File: src/rtl/mic1_pkg.sv
// Shared MIC-1 memory definitions: strobe bit positions, responder state
// encoding and the in-flight request descriptor.
package mic1_pkg;

    // Bit positions inside the 3-bit mem_ctrl strobe vector.
    localparam int MEM_WRITE = 2;
    localparam int MEM_READ  = 1;
    localparam int MEM_FETCH = 0;

    // IDLE accepts requests; FETCH2 issues a fetch that had to wait for a word op.
    typedef enum logic [0:0] {
        IDLE   = 1'b0,
        FETCH2 = 1'b1
    } mem_state_t;

    // One request in flight between the RAM address cycle and the result register.
    typedef struct packed {
        logic       is_read;
        logic       is_fetch;
        logic       oor;
        logic [1:0] lane;
    } mem_desc_t;

endpackage

File: src/rtl/mic1_mem_ctrl_if.sv
// Core-side memory bus between the MIC-1 datapath (master) and the memory
// responder (slave).
interface mic1_mem_ctrl_if;

    logic [2:0]  mem_ctrl;
    logic [31:0] mar;
    logic [31:0] mdr_wr;
    logic [31:0] pc;
    logic [31:0] mdr_rd;
    logic        mdr_valid;
    logic [7:0]  mbr;
    logic        mbr_valid;
    logic        busy;
    logic        err;

    modport master (
        output mem_ctrl, mar, mdr_wr, pc,
        input  mdr_rd, mdr_valid, mbr, mbr_valid, busy, err
    );

    modport slave (
        input  mem_ctrl, mar, mdr_wr, pc,
        output mdr_rd, mdr_valid, mbr, mbr_valid, busy, err
    );

endinterface

File: src/rtl/mic1_byte_select.sv
// Big-endian byte lane extraction: lane 0 is the most significant byte.
module mic1_byte_select (
    input  logic [31:0] word,
    input  logic [1:0]  lane,
    output logic [7:0]  byte_out
);

    // Pick one of the four bytes, MSB first.
    always_comb begin
        byte_out = word[31:24];
        case (lane)
            2'd0: byte_out = word[31:24];
            2'd1: byte_out = word[23:16];
            2'd2: byte_out = word[15:8];
            2'd3: byte_out = word[7:0];
            default: byte_out = word[31:24];
        endcase
    end

endmodule

File: src/rtl/mic1_mem_ctrl.sv
// MIC-1 memory responder: services write/read/fetch strobes against a
// single-port synchronous word RAM. Results appear two cycles after the
// request reaches the RAM; a fetch paired with a word op is deferred by one
// cycle (busy) because the RAM has only one port.
module mic1_mem_ctrl
    import mic1_pkg::*;
#(
    parameter int ADDR_W = 14
) (
    input  logic              clk,
    input  logic              resetn,
    mic1_mem_ctrl_if.slave    bus,
    output logic [ADDR_W-1:0] ram_addr,
    output logic              ram_we,
    output logic [31:0]       ram_wdata,
    input  logic [31:0]       ram_rdata
);

    mem_state_t        state_q;
    logic [ADDR_W+1:0] pc_lat_q;

    logic              idle;
    logic              req_wr;
    logic              req_rd;
    logic              req_fe;
    logic              word_req;
    logic              oor_p0;
    logic              rd_p0;
    logic              fe_p0;
    logic              defer_p0;
    logic              err_set_p0;
    logic [1:0]        lane_p0;

    mem_desc_t         desc_p1;
    logic [7:0]        byte_p1;

    logic [31:0]       mdr_rd_p2;
    logic              mdr_vld_p2;
    logic [7:0]        mbr_p2;
    logic              mbr_vld_p2;
    logic              err_q;

    // High fetch address bits select nothing in a word RAM of this size.
    logic              unused_pc_hi;
    assign unused_pc_hi = ^bus.pc[31:ADDR_W+2];

    // ---- p0: request decode while the address is on the RAM port ----
    // Decode the strobes; a write masks a simultaneous read, and any
    // fetch that shares the cycle with a word op is pushed to FETCH2.
    always_comb begin
        idle       = (state_q == IDLE);
        req_wr     = bus.mem_ctrl[MEM_WRITE];
        req_rd     = bus.mem_ctrl[MEM_READ];
        req_fe     = bus.mem_ctrl[MEM_FETCH];
        word_req   = idle && (req_wr || req_rd);
        oor_p0     = |bus.mar[31:ADDR_W];
        rd_p0      = idle && req_rd && !req_wr;
        fe_p0      = !idle || (req_fe && !req_wr && !req_rd);
        defer_p0   = idle && req_fe && (req_wr || req_rd);
        err_set_p0 = word_req && (oor_p0 || (req_wr && req_rd));
        lane_p0    = idle ? bus.pc[1:0] : pc_lat_q[1:0];
    end

    // Drive the single RAM port: word op first, otherwise the (possibly latched) fetch.
    always_comb begin
        ram_addr  = bus.pc[ADDR_W+1:2];
        ram_we    = 1'b0;
        ram_wdata = '0;
        if (word_req) begin
            ram_addr = bus.mar[ADDR_W-1:0];
            ram_we   = req_wr && !oor_p0;
            if (ram_we) begin
                ram_wdata = bus.mdr_wr;
            end
        end else if (!idle) begin
            ram_addr = pc_lat_q[ADDR_W+1:2];
        end
    end

    // Enter FETCH2 for exactly one cycle when a fetch had to wait.
    always_ff @(posedge clk) begin
        if (!resetn) begin
            state_q <= IDLE;
        end else if (defer_p0) begin
            state_q <= FETCH2;
        end else begin
            state_q <= IDLE;
        end
    end

    // Hold the byte address of the deferred fetch; the core may move pc afterwards.
    always_ff @(posedge clk) begin
        if (defer_p0) begin
            pc_lat_q <= bus.pc[ADDR_W+1:0];
        end
    end

    // ---- p1: descriptor travels with the RAM read latency ----
    // Only the valid bits are reset, so a reset discards anything in flight.
    always_ff @(posedge clk) begin
        if (!resetn) begin
            desc_p1.is_read  <= 1'b0;
            desc_p1.is_fetch <= 1'b0;
        end else begin
            desc_p1.is_read  <= rd_p0;
            desc_p1.is_fetch <= fe_p0;
        end
        desc_p1.oor  <= rd_p0 && oor_p0;
        desc_p1.lane <= lane_p0;
    end

    mic1_byte_select u_byte_select (
        .word     (ram_rdata),
        .lane     (desc_p1.lane),
        .byte_out (byte_p1)
    );

    // ---- p2: result registers seen by the core ----
    // Capture RAM data into MDR/MBR, pulse the valids, and latch sticky errors.
    always_ff @(posedge clk) begin
        if (!resetn) begin
            mdr_rd_p2  <= '0;
            mdr_vld_p2 <= 1'b0;
            mbr_p2     <= '0;
            mbr_vld_p2 <= 1'b0;
            err_q      <= 1'b0;
        end else begin
            mdr_vld_p2 <= desc_p1.is_read;
            mbr_vld_p2 <= desc_p1.is_fetch;
            if (desc_p1.is_read) begin
                mdr_rd_p2 <= desc_p1.oor ? 32'd0 : ram_rdata;
            end
            if (desc_p1.is_fetch) begin
                mbr_p2 <= byte_p1;
            end
            if (err_set_p0) begin
                err_q <= 1'b1;
            end
        end
    end

    assign bus.mdr_rd    = mdr_rd_p2;
    assign bus.mdr_valid = mdr_vld_p2;
    assign bus.mbr       = mbr_p2;
    assign bus.mbr_valid = mbr_vld_p2;
    assign bus.err       = err_q;
    assign bus.busy      = (state_q == FETCH2);

endmodule

File: src/flat_wrapper.sv
// flat-port wrapper written by rule: the top's interface ports become plain ports
module mic1_mem_ctrl_flat import mic1_pkg::*;
#(
    parameter int ADDR_W = 14
)
  (clk, resetn, ram_addr, ram_we, ram_wdata, ram_rdata, bus_mem_ctrl, bus_mar, bus_mdr_wr, bus_pc, bus_mdr_rd, bus_mdr_valid, bus_mbr, bus_mbr_valid, bus_busy, bus_err);
  mic1_mem_ctrl_if bus_i ();
  input  logic clk;
  input  logic resetn;
  output logic [ADDR_W-1:0] ram_addr;
  output logic ram_we;
  output logic [31:0] ram_wdata;
  input  logic [31:0] ram_rdata;
  input wire logic [$bits(bus_i.mem_ctrl)-1:0] bus_mem_ctrl;
  input wire logic [$bits(bus_i.mar)-1:0] bus_mar;
  input wire logic [$bits(bus_i.mdr_wr)-1:0] bus_mdr_wr;
  input wire logic [$bits(bus_i.pc)-1:0] bus_pc;
  output wire logic [$bits(bus_i.mdr_rd)-1:0] bus_mdr_rd;
  output wire logic [$bits(bus_i.mdr_valid)-1:0] bus_mdr_valid;
  output wire logic [$bits(bus_i.mbr)-1:0] bus_mbr;
  output wire logic [$bits(bus_i.mbr_valid)-1:0] bus_mbr_valid;
  output wire logic [$bits(bus_i.busy)-1:0] bus_busy;
  output wire logic [$bits(bus_i.err)-1:0] bus_err;
  assign bus_i.mem_ctrl = bus_mem_ctrl;
  assign bus_i.mar = bus_mar;
  assign bus_i.mdr_wr = bus_mdr_wr;
  assign bus_i.pc = bus_pc;
  assign bus_mdr_rd = bus_i.mdr_rd;
  assign bus_mdr_valid = bus_i.mdr_valid;
  assign bus_mbr = bus_i.mbr;
  assign bus_mbr_valid = bus_i.mbr_valid;
  assign bus_busy = bus_i.busy;
  assign bus_err = bus_i.err;
  mic1_mem_ctrl #(.ADDR_W(ADDR_W)) u_core (.clk(clk), .resetn(resetn), .bus(bus_i), .ram_addr(ram_addr), .ram_we(ram_we), .ram_wdata(ram_wdata), .ram_rdata(ram_rdata));
endmodule
File: config.mk
export PLATFORM = sky130hd
export DESIGN_NAME = mic1_mem_ctrl_flat
export DESIGN_NICKNAME = d
export VERILOG_FILES = /design/src/rtl/mic1_pkg.sv /design/src/rtl/mic1_mem_ctrl_if.sv /design/src/rtl/mic1_byte_select.sv /design/src/rtl/mic1_mem_ctrl.sv /design/src/flat_wrapper.sv
export SDC_FILE = /design/constraint.sdc
export NUM_CORES = 1
export LEC_CHECK = 0
export BUFFER_PORTS_ARGS = -buffer_cell sky130_fd_sc_hd__buf_2
export CAP_MARGIN = 40
export CORE_MARGIN = 1
export CORE_UTILIZATION = 39
export CTS_BUF_LIST = sky130_fd_sc_hd__clkbuf_8
export DETAILED_ROUTE_END_ITERATION = 6
export GPL_ROUTABILITY_DRIVEN = 0
export PLACE_DENSITY = 0.78
export RECOVER_POWER = 100
export SLEW_MARGIN = 20
export SYNTH_ARGS = -nofsm -noshare
export SYNTH_HDL_FRONTEND = slang
export SYNTH_SLANG_ARGS = --single-unit
File: constraint.sdc
create_clock -name clk -period 1.5 [get_ports clk]
set_input_delay 0.075 -clock clk [delete_from_list [all_inputs] [get_ports clk]]
set_output_delay 0.075 -clock clk [all_outputs]
set_load 0.1 [all_outputs]
==> results by group <==
Power and ir drop
  – Clock group share of total power: 0.323
  – Power Total: 5312 uW
  – P per Cell Area: 828.2 nW/um^2
  – Sw power: 1814 uW
  – Int Power: 3499 uW
  – Peak supply drop: 642.4 uV
  – Combinational power share: 0.316
  – Sw frac: 0.3414
  – Sequential power share: 0.361
  – LEAKAGE: 0.002893 uW

Synthesis
  – FFs w/ async S/R, synth: 0
  – Distinct cell type count after synthesis: 29
  – Area contributors post-synth: dfxtp_1 (29%), edfxtp_1 (14%), nor3_2 (8.6%), nor2b_1 (6.1%), inv_1 (5.6%)
  – Synthesized area: 3379 um^2
  – Mapped Nets: 501
  – Number of enable flip-flop cells after synthesis: 16
  – Synth Register Bits: 65
  – Sequential-to-total area share from yosys stat: 0.4324
  – Avg Inst Size Synth: 9.183 um^2
  – Main flop type after synthesis: dfxtp_1
  – Cell taking the most area after synthesis: dfxtp_1
  – Post-synth top area share: 0.2903
  – Yosys warnings: 0
  – Commonest cells post-synth: inv_1 (50), dfxtp_1 (49), nor2b_1 (33)
  – Top-count cell post-synth: inv_1
  – Cells after synthesis: 368

STA
  – Hold_ws: 0.01200 ns
  – Min cycle time layout: 1.662 ns
  – Hold violation count in the final report: 0
  – Slew HR: 0.6182
  – Fmax achieved: 0.6017 GHz
  – Pins Over Slew Limit: 0
  – Worst Tran Pin Value: 0.5752 ns
  – Final worst-path cycle share: 1.108
  – Skew final: 0.01367 ns
  – RSZ-0062 raised after global routing: yes
  – Endpoints failing setup: 53
  – Setup ws final: -0.1619 ns
  – Setup_tns: -4.617 ns

Routing
  – Final antenna-violating net count: 0
  – Vias per cell: 5.048
  – WL/cell: 17.08 um
  – DRT Wirelength: 12,160 um
  – Vias: 3,594
  – # DRC: 0
  – Initial DRC Count: 130
  – Drt first pass iters: 4

Floorplan
  – Die area: 9041 um^2
  – I/O pins: 224
  – Initial Utilization: 0.4072
  – Core ar.: 8299 um^2
  – Chip Width: 95.09 um
  – Chip Height: 95.09 um
  – Rows: 33

Clock tree
  – H-tree depth: 3
  – Worst skew pair latency: 0.34 ns
  – Num CTS Buffers: 9
  – TritonCTS clock tree: yes
  – Root buffer cell: clkbuf_8
  – Clock slew at reported path FFs: 0.07 ns
  – Clk sinks: 65
  – Maximum root-to-sink buffer count: 2

Layout
  – Antenna diode count: 0
  – Area Overhead vs Synth: 89.78%
  – Area occupied by multi-input gates: 2197 um^2
  – FF/Latch Area: 1465 um^2
  – Nets@finish: 735
  – Finished Cell Area: 6414 um^2
  – Share of layout cells above drive strength 1: 0.5404
  – Fillers: 530
  – Final cell count without fillers: 712

Place
  – Port Buffers: 207
  – Placed instance count: 675
  – DP HPWL: 8785 um
  – Area after DPL: 5866 um^2

Min path
  – Hold Path Class: input pin to register
  – Worst Hold Launch: ram_rdata[5]

Setup path
  – Worst r2r src: u_core.bus.busy
  – CP Data Required Time: 1.42 ns
  – Worst-path maximum fanout: 7
  – CP max stage delay: 0.39 ns
  – Critical Path Sink Type: output pin
  – Crit path max-delay cell type: dfxtp_4
  – CP Cell Sequence: o21bai_4, buf_6, nor2_4, a21oi_4, buf_12
  – Startpoint types: register
  – Reg2Reg Setup Slack: -0.02 ns
  – WP data arrival: 1.59 ns
  – Critical path type: register to output pin
  – CP Launch Point: u_core.bus.busy

Flow run
  – Number of max-cap violations: 0

Global routing
  – Antenna violations before repair: 0
  – First-pass GRT wire length: 18,260 um
  – Vias in the first global route: 3,692
  – Remaining Overflow, GRT: 0
  – GR Util All Layers: 0.2700
  – Pin count of the biggest net entering global routing: 46

Outcome
  – Failing checks: negative setup slack
  – Status: complete, but fails checks
[sequential cells by signal, indices dropped and copies added, names as in the netlist]
register and cells:
u_core.bus.err 1, u_core.bus.mbr_valid 1, u_core.bus.mdr_rd 32, u_core.desc_p1 5, u_core.pc_lat_q 16, u_core.bus.busy 1
u_core.bus.mbr 8, u_core.bus.mdr_valid 1
[worst max-delay path: cells and delay by family (launching register included)]
family / cells / cell delay [ns]
AOI/OAI and AO/OA: 2 / 0.41
DFF: 1 / 0.39
and+or+nand+nor: 1 / 0.04
buffers and inverters: 2 / 0.41
[cell families (layout without fill, tap and decap cells)]
family | Yosys count | in the layout | share of synthesized area
flops | 65 | 65 | 0.4324
mux | 24 | 24 | 0.1014
buf+inv | 78 | 317 | 0.09774
compound gates | 51 | 51 | 0.08701
simple gates | 150 | 150 | 0.2814
[worst paths after layout]
check | end | depth (start not counted)
worst min register to register | u_core.bus.mbr[2] | 2
worst max-delay path | ram_addr[12] | 5
worst min-delay path | u_core.bus.mdr_rd[5] | 3
worst max register to register | u_core.pc_lat_q[7] | 4
[repair_timing]
item                                   CTS  global route
buffers inserted                         3             0
cloned                                   1             0
hold buffers                            17             0
endpoints found under the hold margin   19             0
setup endpoints to repair               48            47
pin swaps                                5             0
resized for setup                       26             6
[cell usage in the layout, fill, tap and decap left out, types with 2 or more instances in the layout]
cell type / instances
and2_1: 6
buf_12: 52
edfxtp_1: 16
buf_8: 2
clkbuf_2: 47
mux2_2: 2
inv_1: 50
buf_4: 10
and2_0: 14
buf_6: 5
mux2i_2: 11
nor3_4: 32
a21oi_4: 14
mux2i_4: 3
a21oi_1: 16
nor2_4: 14
nor2_2: 2
nor2b_1: 33
o22ai_1: 16
bufinv_16: 2
clkbuf_1: 16
buf_2: 100
nand3b_1: 8
clkbuf_8: 11
dlygate4sd3_1: 17
nand2_1: 32
nor4_4: 2
dfxtp_1: 48
mux4_2: 8
[layout make-up]
class / instances / share of cell area
clock buffers: 11 / 0.02361
clock inverters: 5 / 0.01210
inverters: 50 / 0.02926
multi-input cells: 225 / 0.3426
flip-flops and latches: 65 / 0.2284
well taps: 105 / 0.02048
repair buffers: 251 / 0.3435
[per-stage QoR]
step | utilization | worst slack (ns)
finish | 0.7728 | -0.1619
global route | 0.7728 | -0.2168
CTS | 0.7730 | -0.1408
detailed placement | 0.7068 | -0.1154
global placement | 0.7068 | -0.07164
floorplan | - | -0.5015
[power groups by stage]
stage          sequential, uW  combinational [uW]  clock [uW]
2_1_floorplan            2220                 792           0
3_3_place_gp             1950                1540           0
3_5_place_dp             1950                1570           0
4_1_cts                  1910                1670        1720
5_1_grt                  1930                1750        1820
6_report                 1920                1680        1710
[per-layer routing]
| layer | track usage | wire length [um] |
|---|---|---|
| met3 | 0.04864 | 629 |
| met1 | 0.3022 | 4497 |
| met2 | 0.4923 | 6611 |
| met4 | 0.1263 | 423 |
| met5 | 0 | 0 |
(Power assumes the default switching activity.)
